`src/rtl/adc_seq_pkg.sv`:
```
// -----------------------------------------------------------------------------
// adc_seq_pkg
// Shared types and default constants for the ADC/AGC master sequencer.
//   seq_state_t   : sequencer state encoding (IDLE=0, RUN=1, DONE=2)
//   DEF_*         : default parameter values used by adc_sequencer and its bench
// -----------------------------------------------------------------------------
package adc_seq_pkg;

  typedef enum logic [1:0] {
    IDLE = 2'd0,
    RUN  = 2'd1,
    DONE = 2'd2
  } seq_state_t;

  localparam int          DEF_NUM_CH    = 2;
  localparam int          DEF_CNT_W     = 32;
  localparam int          DEF_CTRL_W    = 10;
  localparam int          DEF_AGC_W     = 12;
  localparam logic [9:0]  DEF_CTRL_INIT = 10'b0000100100;
  localparam logic [11:0] DEF_AGC_INIT  = 12'h333;
  localparam int unsigned DEF_T_LDCTRL  = 100;
  localparam int unsigned DEF_T_ENABLE  = 1000;
  localparam int unsigned DEF_T_AGC     = 1000;
  localparam int unsigned DEF_T_END     = 1_000_000_000;

endpackage

```
`src/rtl/adc_seq_agc_arb.sv`:
```
// -----------------------------------------------------------------------------
// adc_seq_agc_arb
// Arbitrates AGC DAC loads against the SPI busy flag. A sequence request that
// arrives while the SPI master is busy is held pending and issued on the first
// cycle agc_busy is low. agc_load is a registered one-cycle pulse and is never
// issued on two consecutive cycles.
//
// Optional feature, macro ADC_SEQ_AGC_UPDATE_EN:
//   defined   : agc_wr captures agc_wdata into a pending register; the latest
//               pending code is loaded (merged with any sequence request) on
//               the first non-busy cycle, in any sequencer state.
//   undefined : agc_wr/agc_wdata are ignored, agc_data is constant AGC_INIT.
//
// Ports:
//   clk, arstn  : clock, synchronous active-low reset
//   abort       : drop the pending sequence request and any pulse in flight
//   seq_req     : one-cycle sequence load request (T_AGC event)
//   agc_busy    : SPI transfer in progress
//   agc_wr      : runtime code write strobe
//   agc_wdata   : runtime code
//   agc_load    : one-cycle load pulse
//   agc_data    : current AGC code
//
// Handshake: a load is "accepted" by the SPI side on any cycle where
// agc_load=1; the arbiter only raises agc_load when agc_busy was sampled low.
// -----------------------------------------------------------------------------
module adc_seq_agc_arb #(
  parameter int               AGC_W    = 12,
  parameter logic [AGC_W-1:0] AGC_INIT = 12'h333
) (
  input  logic             clk,
  input  logic             arstn,
  input  logic             abort,
  input  logic             seq_req,
  input  logic             agc_busy,
  input  logic             agc_wr,
  input  logic [AGC_W-1:0] agc_wdata,
  output logic             agc_load,
  output logic [AGC_W-1:0] agc_data
);

  logic seq_pend_q;
  logic agc_load_q;
  logic upd_pend;
  logic seq_want;
  logic issue;

  assign seq_want = seq_req | seq_pend_q;
  // Back-to-back pulses are suppressed by gating on the pulse just issued;
  // the pending flags simply stay set for one more cycle.
  assign issue    = (seq_want | upd_pend) & ~agc_busy & ~agc_load_q & ~abort;

  always_ff @(posedge clk) begin
    if (!arstn) begin
      seq_pend_q <= 1'b0;
      agc_load_q <= 1'b0;
    end else if (abort) begin
      seq_pend_q <= 1'b0;
      agc_load_q <= 1'b0;
    end else begin
      agc_load_q <= issue;
      seq_pend_q <= seq_want & ~issue;
    end
  end

  assign agc_load = agc_load_q;

`ifdef ADC_SEQ_AGC_UPDATE_EN
  logic             upd_pend_q;
  logic [AGC_W-1:0] upd_data_q;
  logic [AGC_W-1:0] agc_data_q;

  always_ff @(posedge clk) begin
    if (!arstn) begin
      upd_pend_q <= 1'b0;
      upd_data_q <= AGC_INIT;
      agc_data_q <= AGC_INIT;
    end else begin
      if (issue && upd_pend_q) agc_data_q <= upd_data_q;
      // A write in the issue cycle is newer than the code being loaded,
      // so it stays pending for a following load.
      if (agc_wr) begin
        upd_pend_q <= 1'b1;
        upd_data_q <= agc_wdata;
      end else if (issue) begin
        upd_pend_q <= 1'b0;
      end
    end
  end

  assign upd_pend = upd_pend_q;
  assign agc_data = agc_data_q;
`else
  logic unused_agc_wr;
  assign unused_agc_wr = agc_wr ^ (^agc_wdata);
  assign upd_pend      = 1'b0;
  assign agc_data      = AGC_INIT;
`endif

endmodule

```
`src/rtl/adc_sequencer.sv`:
```
// -----------------------------------------------------------------------------
// adc_sequencer
// Master power-up sequencer for the ADC/AGC front end. A free-running event
// counter in RUN fires the ADC control-word load (T_LDCTRL), the ADC enable
// (T_ENABLE) and the AGC DAC load request (T_AGC); at T_END the sequence either
// stops in DONE or wraps and repeats (loop_en). The sequence starts on its own
// out of reset.
//
// Optional feature macro: ADC_SEQ_AGC_UPDATE_EN (runtime AGC code writes, see
// adc_seq_agc_arb).
//
// Ports:
//   clk, arstn    : clock, synchronous active-low reset
//   start         : restart from IDLE/DONE (ignored in RUN)
//   abort         : return to IDLE immediately; beats start and every event
//   loop_en       : repeat at T_END instead of stopping
//   ch_mask       : per-channel participation, latched at sequence start/wrap
//   agc_busy      : AGC SPI transfer in progress
//   agc_wr/wdata  : runtime AGC code write
//   adc_ldctrl    : per-channel one-cycle control-word load pulses
//   adc_enable    : per-channel enable levels
//   adc_ctrlword  : control words, channel 0 in the LSBs
//   agc_load      : one-cycle AGC load pulse
//   agc_data      : AGC code
//   done          : high in DONE
//   state         : current state (seq_state_t encoding)
//
// All event outputs are registered: an event at cnt==T shows on the outputs
// after the following clock edge.
// -----------------------------------------------------------------------------
module adc_sequencer
  import adc_seq_pkg::*;
#(
  parameter int                NUM_CH    = DEF_NUM_CH,
  parameter int                CNT_W     = DEF_CNT_W,
  parameter int                CTRL_W    = DEF_CTRL_W,
  parameter int                AGC_W     = DEF_AGC_W,
  parameter logic [CTRL_W-1:0] CTRL_INIT = CTRL_W'(DEF_CTRL_INIT),
  parameter logic [AGC_W-1:0]  AGC_INIT  = AGC_W'(DEF_AGC_INIT),
  parameter int unsigned       T_LDCTRL  = DEF_T_LDCTRL,
  parameter int unsigned       T_ENABLE  = DEF_T_ENABLE,
  parameter int unsigned       T_AGC     = DEF_T_AGC,
  parameter int unsigned       T_END     = DEF_T_END
) (
  input  logic                     clk,
  input  logic                     arstn,
  input  logic                     start,
  input  logic                     abort,
  input  logic                     loop_en,
  input  logic [NUM_CH-1:0]        ch_mask,
  input  logic                     agc_busy,
  input  logic                     agc_wr,
  input  logic [AGC_W-1:0]         agc_wdata,
  output logic [NUM_CH-1:0]        adc_ldctrl,
  output logic [NUM_CH-1:0]        adc_enable,
  output logic [NUM_CH*CTRL_W-1:0] adc_ctrlword,
  output logic                     agc_load,
  output logic [AGC_W-1:0]         agc_data,
  output logic                     done,
  output logic [1:0]               state
);

  // Parameter legality, rejected at elaboration.
  if (!(T_LDCTRL < T_ENABLE)) begin : g_bad_ldctrl
    $error("adc_sequencer: T_LDCTRL must be < T_ENABLE");
  end
  if (!(T_ENABLE <= T_END)) begin : g_bad_enable
    $error("adc_sequencer: T_ENABLE must be <= T_END");
  end
  if (!(T_AGC < T_END)) begin : g_bad_agc
    $error("adc_sequencer: T_AGC must be < T_END");
  end
  if ((CNT_W < 32) && ((T_END >> CNT_W) != 0)) begin : g_bad_end
    $error("adc_sequencer: T_END does not fit in CNT_W bits");
  end

  seq_state_t        state_q, state_d;
  logic [CNT_W-1:0]  cnt_q, cnt_d;
  logic [NUM_CH-1:0] mask_q, mask_d;
  logic [NUM_CH-1:0] ldctrl_q, ldctrl_d;
  logic [NUM_CH-1:0] enable_q, enable_d;
  logic              wrap_q, wrap_d;
  logic              done_q, done_d;
  logic              agc_req;

  logic ev_ld, ev_en, ev_agc, ev_end;
  assign ev_ld  = (cnt_q == CNT_W'(T_LDCTRL));
  assign ev_en  = (cnt_q == CNT_W'(T_ENABLE));
  assign ev_agc = (cnt_q == CNT_W'(T_AGC));
  assign ev_end = (cnt_q == CNT_W'(T_END));

  always_ff @(posedge clk) begin
    if (!arstn) begin
      state_q  <= RUN;
      cnt_q    <= '0;
      mask_q   <= ch_mask;
      ldctrl_q <= '0;
      enable_q <= '0;
      wrap_q   <= 1'b0;
      done_q   <= 1'b0;
    end else begin
      state_q  <= state_d;
      cnt_q    <= cnt_d;
      mask_q   <= mask_d;
      ldctrl_q <= ldctrl_d;
      enable_q <= enable_d;
      wrap_q   <= wrap_d;
      done_q   <= done_d;
    end
  end

  always_comb begin
    state_d  = state_q;
    cnt_d    = cnt_q;
    mask_d   = mask_q;
    ldctrl_d = '0;
    enable_d = enable_q;
    wrap_d   = 1'b0;
    agc_req  = 1'b0;
    if (abort) begin
      state_d  = IDLE;
      cnt_d    = '0;
      enable_d = '0;
    end else begin
      case (state_q)
        IDLE, DONE: begin
          if (start) begin
            state_d  = RUN;
            cnt_d    = '0;
            mask_d   = ch_mask;
            enable_d = '0;
          end
        end
        RUN: begin
          // After a loop wrap the enables are dropped for exactly one cycle
          // and then come straight back under the freshly latched mask.
          if (wrap_q) enable_d = mask_q;
          if (ev_ld)  ldctrl_d = mask_q;
          if (ev_en)  enable_d = mask_q;
          if (ev_agc) agc_req  = 1'b1;
          if (ev_end) begin
            if (loop_en) begin
              cnt_d    = '0;
              enable_d = '0;
              mask_d   = ch_mask;
              wrap_d   = 1'b1;
            end else begin
              state_d = DONE;
            end
          end else begin
            cnt_d = cnt_q + 1'b1;
          end
        end
        default: begin
          state_d  = IDLE;
          cnt_d    = '0;
          enable_d = '0;
        end
      endcase
    end
    done_d = (state_d == DONE);
  end

  adc_seq_agc_arb #(
    .AGC_W    (AGC_W),
    .AGC_INIT (AGC_INIT)
  ) u_agc_arb (
    .clk       (clk),
    .arstn     (arstn),
    .abort     (abort),
    .seq_req   (agc_req),
    .agc_busy  (agc_busy),
    .agc_wr    (agc_wr),
    .agc_wdata (agc_wdata),
    .agc_load  (agc_load),
    .agc_data  (agc_data)
  );

  assign adc_ldctrl   = ldctrl_q;
  assign adc_enable   = enable_q;
  assign adc_ctrlword = {NUM_CH{CTRL_INIT}};
  assign done         = done_q;
  assign state        = state_q;

endmodule

```
`config.mk`:
```
export PLATFORM = sky130hd
export DESIGN_NAME = adc_sequencer
export DESIGN_NICKNAME = d
export VERILOG_FILES = /design/src/rtl/adc_seq_pkg.sv /design/src/rtl/adc_seq_agc_arb.sv /design/src/rtl/adc_sequencer.sv
export SDC_FILE = /design/constraint.sdc
export NUM_CORES = 1
export LEC_CHECK = 0
export ABC_CLOCK_PERIOD_IN_PS = 7600
export CAP_MARGIN = 20
export CELL_PAD_IN_SITES_DETAIL_PLACEMENT = 0
export CELL_PAD_IN_SITES_GLOBAL_PLACEMENT = 1
export CORE_MARGIN = 2
export CORE_UTILIZATION = 25
export DETAILED_ROUTE_END_ITERATION = 10
export MAX_ROUTING_LAYER = met4
export PLACE_DENSITY_LB_ADDON = 0.1
export SYNTH_ARGS = -nofsm -noshare
export SYNTH_HDL_FRONTEND = slang
export SYNTH_HIERARCHICAL = 1
export SYNTH_SLANG_ARGS = --single-unit
```
`constraint.sdc`:
```
create_clock -name clk -period 7.6 [get_ports clk]
set_clock_uncertainty 0.2 [all_clocks]
set_input_delay 1.52 -clock clk [delete_from_list [all_inputs] [get_ports clk]]
set_output_delay 1.52 -clock clk [all_outputs]
set_load 0.01 [all_outputs]
```
=== Word level (Yosys, flattened, before mapping) ===
Index checks and enable logic that the tools add are counted.

* Bits in read-only memories: 0
* Memories kept: 0
* Logic and storage cells: 68
* RAM bits: 0
* Register bits after elaboration: 44
* Input port bits: 21
* Latch bits: 0

* Div/mod/pow operators: 0
* Shifts and indexed selects: 0
* Multiplexer cells: 25
* $mul: 0
* Equality and inequality tests: 13
* Order comparisons: 0
* Bitwise operators: 13
* Reductions and logical operators: 7
* Add/subtract/negate cells: 1

{| class="wikitable"
|+ Operator list
! operator !! count
|-
| $mux 32 || 3
|-
| $pmux 32 s2 || 1
|-
| $add 32x1->32 const B || 1
|-
| $eq 32x10->1 const B || 1
|-
| $eq 32x30->1 const B || 1
|-
| $eq 32x7->1 const B || 1
|-
| $mux 2 || 14
|-
| $ne 3x3->1 const B || 4
|-
| $pmux 2 s2 || 3
|-
| $not 1->1 || 8
|-
| $reduce_or 4->1 || 2
|-
| $reduce_and 5->1 || 1
|-
| $and 1x1->1 || 4
|-
| $eq 2x2->1 const B || 2
|-
| $mux 1 || 4
|-
| $ne 2x2->1 const B || 2
|-
| $reduce_or 2->1 || 2
|-
| $ne 3x1->1 const B || 1
|-
| $eq 2x1->1 const B || 1
|-
| $logic_not 2->1 || 1
|-
| $reduce_and 2->1 || 1
|-
| $or 1x1->1 || 1
|}

=== Longest topological paths before layout ===
Gate-level depths: netlist of run 1.

* Depth in word-level cells: 10
* Mapped depth: 10
* Gate-level depth less buffers: 8

=== Cells and area by module ===
The synthesis of run 1 kept the hierarchy.

{| class="wikitable"
|+ By module, submodules not included
! module !! area an instance (um^2) !! instances !! cells each !! seq. area each (um^2)
|-
| adc_sequencer || 2401.1 || 1 || 281 || 860.8
|-
| adc_seq_agc_arb || 176.4 || 1 || 21 || 40.0
|}

=== Worst setup path before layout of run 1 ===
Ideal clock, no wire load.

* Path type: input port to flip-flop
* Start point: in start
* End point: reg cnt_q[14]
* Path buffers: 2
* Slack: 4.438 ns
* Library setup time: 0.066 ns
* Stages on the path: 6
* Data arrival time: 2.896 ns
* Path through: or2_2 -> clkbuf_1 -> o21ai_4 -> buf_6 -> or4_2 -> a21oi_2

* Longest elaborated chain between the ends: 2

{| class="wikitable"
|+ Ends and longest elaborated chain
! what !! line !! RTL
|-
| from (decl) || adc_sequencer.sv:47 || <nowiki>input logic start,</nowiki>
|-
| $ne 2x2->1 (no line) || -- ||
|-
| $reduce_and 2->1 (no line) || -- ||
|-
| to (signal assigned) || adc_sequencer.sv:103 || <nowiki>cnt_q <= cnt_d;</nowiki>
|-
| to (decl) || adc_sequencer.sv:78 || <nowiki>logic [CNT_W-1:0] cnt_q, cnt_d;</nowiki>
|}

Every way passes these cells.
A chain may end at the register's enable or synchronous reset.

=== Worst setup path after layout of run 1 ===
* Start point: in arstn
* End point: reg ldctrl_q[1] (netlist: adc_ldctrl[1])

* Longest elaborated chain between the ends: 2

{| class="wikitable"
|+ Ends and longest elaborated chain
! what !! line !! RTL
|-
| from (decl) || adc_sequencer.sv:46 || <nowiki>input logic arstn,</nowiki>
|-
| $not 1->1 (no line) || -- ||
|-
| $reduce_or 4->1 (no line) || -- ||
|-
| to (signal assigned) || adc_sequencer.sv:105 || <nowiki>ldctrl_q <= ldctrl_d;</nowiki>
|-
| to (decl) || adc_sequencer.sv:80 || <nowiki>logic [NUM_CH-1:0] ldctrl_q, ldctrl_d;</nowiki>
|}

Every way passes these cells.

==> results of run 1 <==
state kept, by name, indices dropped and copies added, names as in the netlist:
register	count
state	2
cnt_q	32
adc_ldctrl	2
done	1
u_agc_arb/agc_load	1
mask_q	2
u_agc_arb/seq_pend_q	1
adc_enable	2
wrap_q	1
worst max-delay path, cell delays in order:
cell	delay, ns
clkdlybuf4s50_1	0.57
nand2b_1	0.27
nor2_1	0.24
nand4b_1	0.12
nor4_1	0.45
and2_1	0.20
synth_stat cells, drive strengths merged:
cell and count:
dfxtp 42, or4 7, xor2 16, or2 3, nand2 20, inv 5
edfxtp 2, o21bai 1, o21ai 4, nor2 43, and3 5, a32oi 1
nor2b 2, buf 37, or3b 1, or3 2, nand2b 3, clkdlybuf4s15 1
o31ai 5, conb 4, nand4 17, and2 3, clkbuf 5, a31oi 2
nor4b 2, nand4b 1, nor3 9, o2111ai 2, xnor2 8, a21oi 14
nor4 16, a211oi 1, nand3 13, nor3b 2, a22oi 1, ha 2
area by class of cell:
type	instances	area (um^2)	share of cell area, %
Multi-Input combinational cell	238	1450	51.8
Sequential cell	44	901	32.3
Timing Repair Buffer	18	173	6.19
Tap cell	136	170	6.10
Clock buffer	7	76.3	2.74
Inverter	5	18.8	0.673
Clock inverter	1	5.00	0.179
worst max-delay path by stage:
stage                                           to  slack, ns  depth (start not counted)
final                     adc_ldctrl[1]$_SDFF_PP0_       4.26                          6
after global routing      adc_ldctrl[1]$_SDFF_PP0_       4.10                          6
after CTS                 adc_ldctrl[1]$_SDFF_PP0_       4.22                          6
after detailed placement  adc_ldctrl[1]$_SDFF_PP0_       3.92                          6
after global placement    adc_ldctrl[1]$_SDFF_PP0_       3.90                          6
after floorplan             cnt_q[14]$_SDFFE_PP0P_       4.44                          6
logic make-up (layout without fill, tap and decap cells):
kind of cell | count (synthesis) | in the layout | share of synthesized area (%)
AO/OA/AOI/OAI | 31 | 31 | 8.64
AND/OR/NAND/NOR | 149 | 149 | 33.5
flip-flops | 44 | 44 | 35.0
XOR/XNOR | 24 | 24 | 8.16
buffers and inverters | 48 | 31 | 13.2
other | 4 | 32 | 0.582
adder cells (fa/ha/maj) | 2 | 2 | 0.971
routing by layer:
metal / global-route usage, % / vias to the layer above
met3: 2.23 / 4
met1: 18.7 / 975
met4: 2.54 / 0
met2: 17.6 / 33
met5: - / -
li1: - / 1019
metrics by stage:
| stage | setup slack, ns | utilization, % |
|---|---|---|
| after floorplan | 4.44 | - |
| after global placement | 3.90 | 26.5 |
| after detailed placement | 3.92 | 26.5 |
| after CTS | 4.22 | 27.3 |
| after global routing | 4.10 | 27.4 |
| final | 4.26 | 27.4 |
power by group through the flow:
| stage | registers, W | clock network (W) | logic (W) |
|---|---|---|---|
| floorplan | 0.000240 | 0 | 0.0000334 |
| global placement | 0.000241 | 0 | 0.0000315 |
| detailed placement | 0.000241 | 0 | 0.0000314 |
| CTS | 0.000235 | 0.000154 | 0.0000316 |
| global route | 0.000236 | 0.000165 | 0.0000348 |
| finish | 0.000235 | 0.000145 | 0.0000312 |
==> impl_metrics.ini, run 1 <==
[outcome]
status = finished clean

[worst_hold_path]
min_from = u_agc_arb/agc_load$_SDFF_PP0_
whs_endpoint = u_agc_arb/agc_load$_SDFF_PP0_
min_path_type = flop to flop
whs_path_depth = 1

[timing]
tns_ns = 0
finalCritPeriodShare_pct = 43.9
setup_viol = 0
finalHoldViolations = 0
grt_setup_unrepaired = false
slew_violations = 0
fin_crit_ns = 3.34
worst_hold_slack_ns = 0.265
slew_headroom_pct = 50.2
fmax_mhz = 300
tightest_slew_ns = 0.741

[drt]
first_pass_iters = 4
top_layer_used = met4
avgViaCountPerCell = 4.52
vias = 2031
drc = 0
wl_per_cell_um = 14.7
drtIter0Drc = 67
routed-wl-met3_um = 164
postRouteAntennaNets = 0
finalWirelength_um = 6590
met1_length_um = 3500
route.met2.wl_um = 2880

[synthesis]
yosys_warnings = 6
netlist_area_um2 = 2580
synth_area_leaders = dfxtp_1 (33%), buf_4 (9.6%), nor2_1 (6.3%), xor2_1 (5.4%), nand4_1 (3.6%)
ys_seq_area_share_pct = 35.0
ys_types = 54
synth_area_per_cell_um2 = 8.53
yosys.area.top_type = dfxtp_1
syn-instance-count = 302
synth_top_area_share_pct = 32.6
ys_ff_latch = 44

[clock_tree]
cts_setup_buffers = 0
ctsResizeCount = 0
cts_max_path_buffers = 2
cts_htree_levels = 2
cts_made_buffers = 5
cts_hold_buf = 0
clk_pin_slew_ns = 0.09
clk_latency_ns = 0.29
cts_num_sinks = 44
cts_tree = yes
clockRootBuffer = clkbuf_8

[place]
dpl_cell_area_um2 = 2700
port_buffers = 15
place_congestion = 0.767
post-dp-hpwl_um = 4810
dp_cells = 440

[floorplan]
core_um2 = 10200
dieArea_um2 = 11100
dieHeight_um = 106
fp-row-count = 37
die_w_um = 106
start_util_pct = 25.3
ios = 61

[power]
clkPwrFrac_pct = 35.2
ir_worst_vdd_mv = 0.0581
total_power_w = 0.000411
leakage_nw = 0.926
share_seq_of_total_power_pct = 57.2
power_switching_w = 0.000104
p_per_area_nw_per_um2 = 147
p_sw_share_pct = 25.3
combPwrFrac_pct = 7.6
intPower_w = 0.000307

[finish]
final_area_um2 = 2790
layout_commonest_cell = nor2_1
nFillCells = 1146
layout.nets = 335
drive_above_1_share_pct = 12.5
mostFrequentLayoutCells = nor2_1 (43), dfxtp_1 (42), conb_1 (32)
n_antenna_cell = 0
area_delta_synth_final_pct = 8.25
instances_no_fill = 449

[setup_path]
crit_arrival_ns = 3.38
critical_path_peak_fanout = 9
startpoint = arstn
worstRegToRegCells = 7
r2r-start = cnt_q[0]$_SDFFE_PP0P_
r2r_slack_ns = 4.69
crit_required_ns = 7.64
start_kind = input pin
r2r_end = mask_q[1]$_DFFE_PP_
crit_type = input pin to flop
end_kind = flop

[global_route]
grt_first_pass_wirelength_um = 10600
first_global_vias = 1824
grt-ovfl-total = 0
grt_max_degree = 30
antenna_found_initial = 0
grtUsageTotal_pct = 12.6

[run]
drv_cap = 0
Note: power is estimated with default switching activity, not from simulation.
==> inputs of run 2 (changes only) <==
--- a/config.mk
+++ b/config.mk
@@ -5,7 +5,7 @@
 export SDC_FILE = /design/constraint.sdc
 export NUM_CORES = 1
 export LEC_CHECK = 0
-export ABC_CLOCK_PERIOD_IN_PS = 7600
+export ABC_CLOCK_PERIOD_IN_PS = 2800
 export CAP_MARGIN = 20
 export CELL_PAD_IN_SITES_DETAIL_PLACEMENT = 0
 export CELL_PAD_IN_SITES_GLOBAL_PLACEMENT = 1
==> constraint.sdc (replaced) <==
create_clock -name clk -period 2.8 [get_ports clk]
set_clock_uncertainty 0.2 [all_clocks]
set_input_delay 0.56 -clock clk [delete_from_list [all_inputs] [get_ports clk]]
set_output_delay 0.56 -clock clk [all_outputs]
set_load 0.01 [all_outputs]
==> impl_metrics.ini, run 2 (synthesis results as in run 1) <==
[clock_tree]
cts_made_buffers = 5
cts_htree_levels = 2
cts_num_sinks = 44
clk_pin_slew_ns = 0.09
cts_tree = yes
cts_hold_buf = 0
cts_max_path_buffers = 2
clk_latency_ns = 0.30
clockRootBuffer = clkbuf_8
cts_setup_buffers = 0

[timing]
grt_setup_unrepaired = false
finalHoldViolations = 0
fin_ws_ns = 0.179
worst_hold_slack_ns = 0.270
fmax_mhz = 382
setup_viol = 0
slew_violations = 0
fin_crit_ns = 2.62
tightest_slew_ns = 0.504
finalCritPeriodShare_pct = 93.6
slew_headroom_pct = 66.3

[worst_hold_path]
min_from = u_agc_arb/agc_load$_SDFF_PP0_
whs_endpoint = u_agc_arb/agc_load$_SDFF_PP0_
whs_path_depth = 1
min_path_type = flop to flop

[floorplan]
dieHeight_um = 106
die_w_um = 106
fp-row-count = 37
start_util_pct = 25.3
ios = 61
core_um2 = 10200
dieArea_um2 = 11100

[global_route]
grt_first_pass_wirelength_um = 11300
grtUsageTotal_pct = 13.2
first_global_vias = 1995
antenna_found_initial = 0
grt-ovfl-total = 0
grt_max_degree = 30

[drt]
postRouteAntennaNets = 0
drtIter0Drc = 85
first_pass_iters = 4
drc = 0
vias = 2112
wl_per_cell_um = 14.5
finalWirelength_um = 7000
avgViaCountPerCell = 4.39

[setup_path]
crit_slowest_cell = or4_4
crit_arrival_ns = 2.45
end_kind = flop
cp_cell_sequence = inv_1 > ha_1 > nor4b_2 > nand2_1 > or4_4 > and2_2 > o31ai_2 > buf_4
crit_type = flop to flop
critical_path.max_stage_delay_ns = 0.59
start_kind = flop
crit_required_ns = 2.63
critical_path_peak_fanout = 5
cp_top_family = simple AND/OR/NAND/NOR gates
timing.critical_path.buf_inv = 2
r2r_end = mask_q[1]$_DFFE_PP_
r2r_slack_ns = 0.18
r2r-start = cnt_q[1]$_SDFFE_PP0P_
worstRegToRegCells = 8

[finish]
largest-register = cnt_q
nFillCells = 1120
final_area_um2 = 3080
n_antenna_cell = 0
mostFrequentLayoutCells = nor2_1 (43), dfxtp_1 (42), buf_4 (34)
layout_commonest_cell = nor2_1
layout.nets = 367
largest_register_ffs = 32
drive_above_1_share_pct = 21.4
area_delta_synth_final_pct = 19.5
instances_no_fill = 481
fin_util_pct = 30.2

[power]
p_per_area_nw_per_um2 = 401
ir_worst_vdd_mv = 0.181
leakage_nw = 1.11

[outcome]
status = finished clean

[place]
dpl_cell_area_um2 = 2960
port_buffers = 15
dp_cells = 473
place_congestion = 0.752
post-dp-hpwl_um = 5370
post-place-ws_ns = -0.0186

[run]
drv_cap = 0
## run 2: worst max path at each step
stage / start / end / slack (ns) / cells after the start
floorplan: cnt_q[0]$_SDFFE_PP0P_ / mask_q[0]$_DFFE_PP_ / 0.32 / 7
global placement: cnt_q[1]$_SDFFE_PP0P_ / mask_q[1]$_DFFE_PP_ / -0.03 / 8
detailed placement: cnt_q[1]$_SDFFE_PP0P_ / mask_q[1]$_DFFE_PP_ / -0.02 / 8
CTS: cnt_q[1]$_SDFFE_PP0P_ / mask_q[0]$_DFFE_PP_ / 0.07 / 8
global route: cnt_q[1]$_SDFFE_PP0P_ / mask_q[0]$_DFFE_PP_ / 0.03 / 8
finish: cnt_q[1]$_SDFFE_PP0P_ / mask_q[1]$_DFFE_PP_ / 0.18 / 8
## run 2: layout make-up
type                            count  area, um^2  share of cell area (%)
Multi-Input combinational cell    238        1460                    47.3
Sequential cell                    44         901                    29.2
Timing Repair Buffer               50         425                    13.8
Tap cell                          136         170                    5.52
Clock buffer                        6        72.6                    2.36
Clock inverter                      2        35.0                    1.14
Inverter                            5        18.8                   0.609
## run 2: power breakdown
part,switching (W),total (W),leakage [nW],internal [W]
logic,0.0000652,0.000101,0.700,0.0000355
registers,0.00000371,0.000638,0.358,0.000634
clock network,0.000232,0.000497,0.0552,0.000265
## run 2: stage by stage
step	setup TNS (ns)	total power [W]
2_1_floorplan	0	0.000743
3_3_place_gp	-0.0647	0.000754
3_5_place_dp	-0.0372	0.000753
4_1_cts	0	0.00126
5_1_grt	0	0.00129
6_report	0	0.00124
## run 2: timing repair
action / in CTS / in global routing
hold endpoints to repair: 0 / 0
gates resized for setup: 1 / 1
cloned: 0 / 0
endpoints found under the setup margin: 2 / 2
## run 2: layer usage
metal	vias up	wire length (um)	track usage (%)	share of wire, %
met5	-	0	-	0
li1	1081	-	-	-
met3	2	231	2.04	3.3
met1	984	3710	19.5	53
met4	0	42	2.26	0.60
met2	45	3020	19.2	43
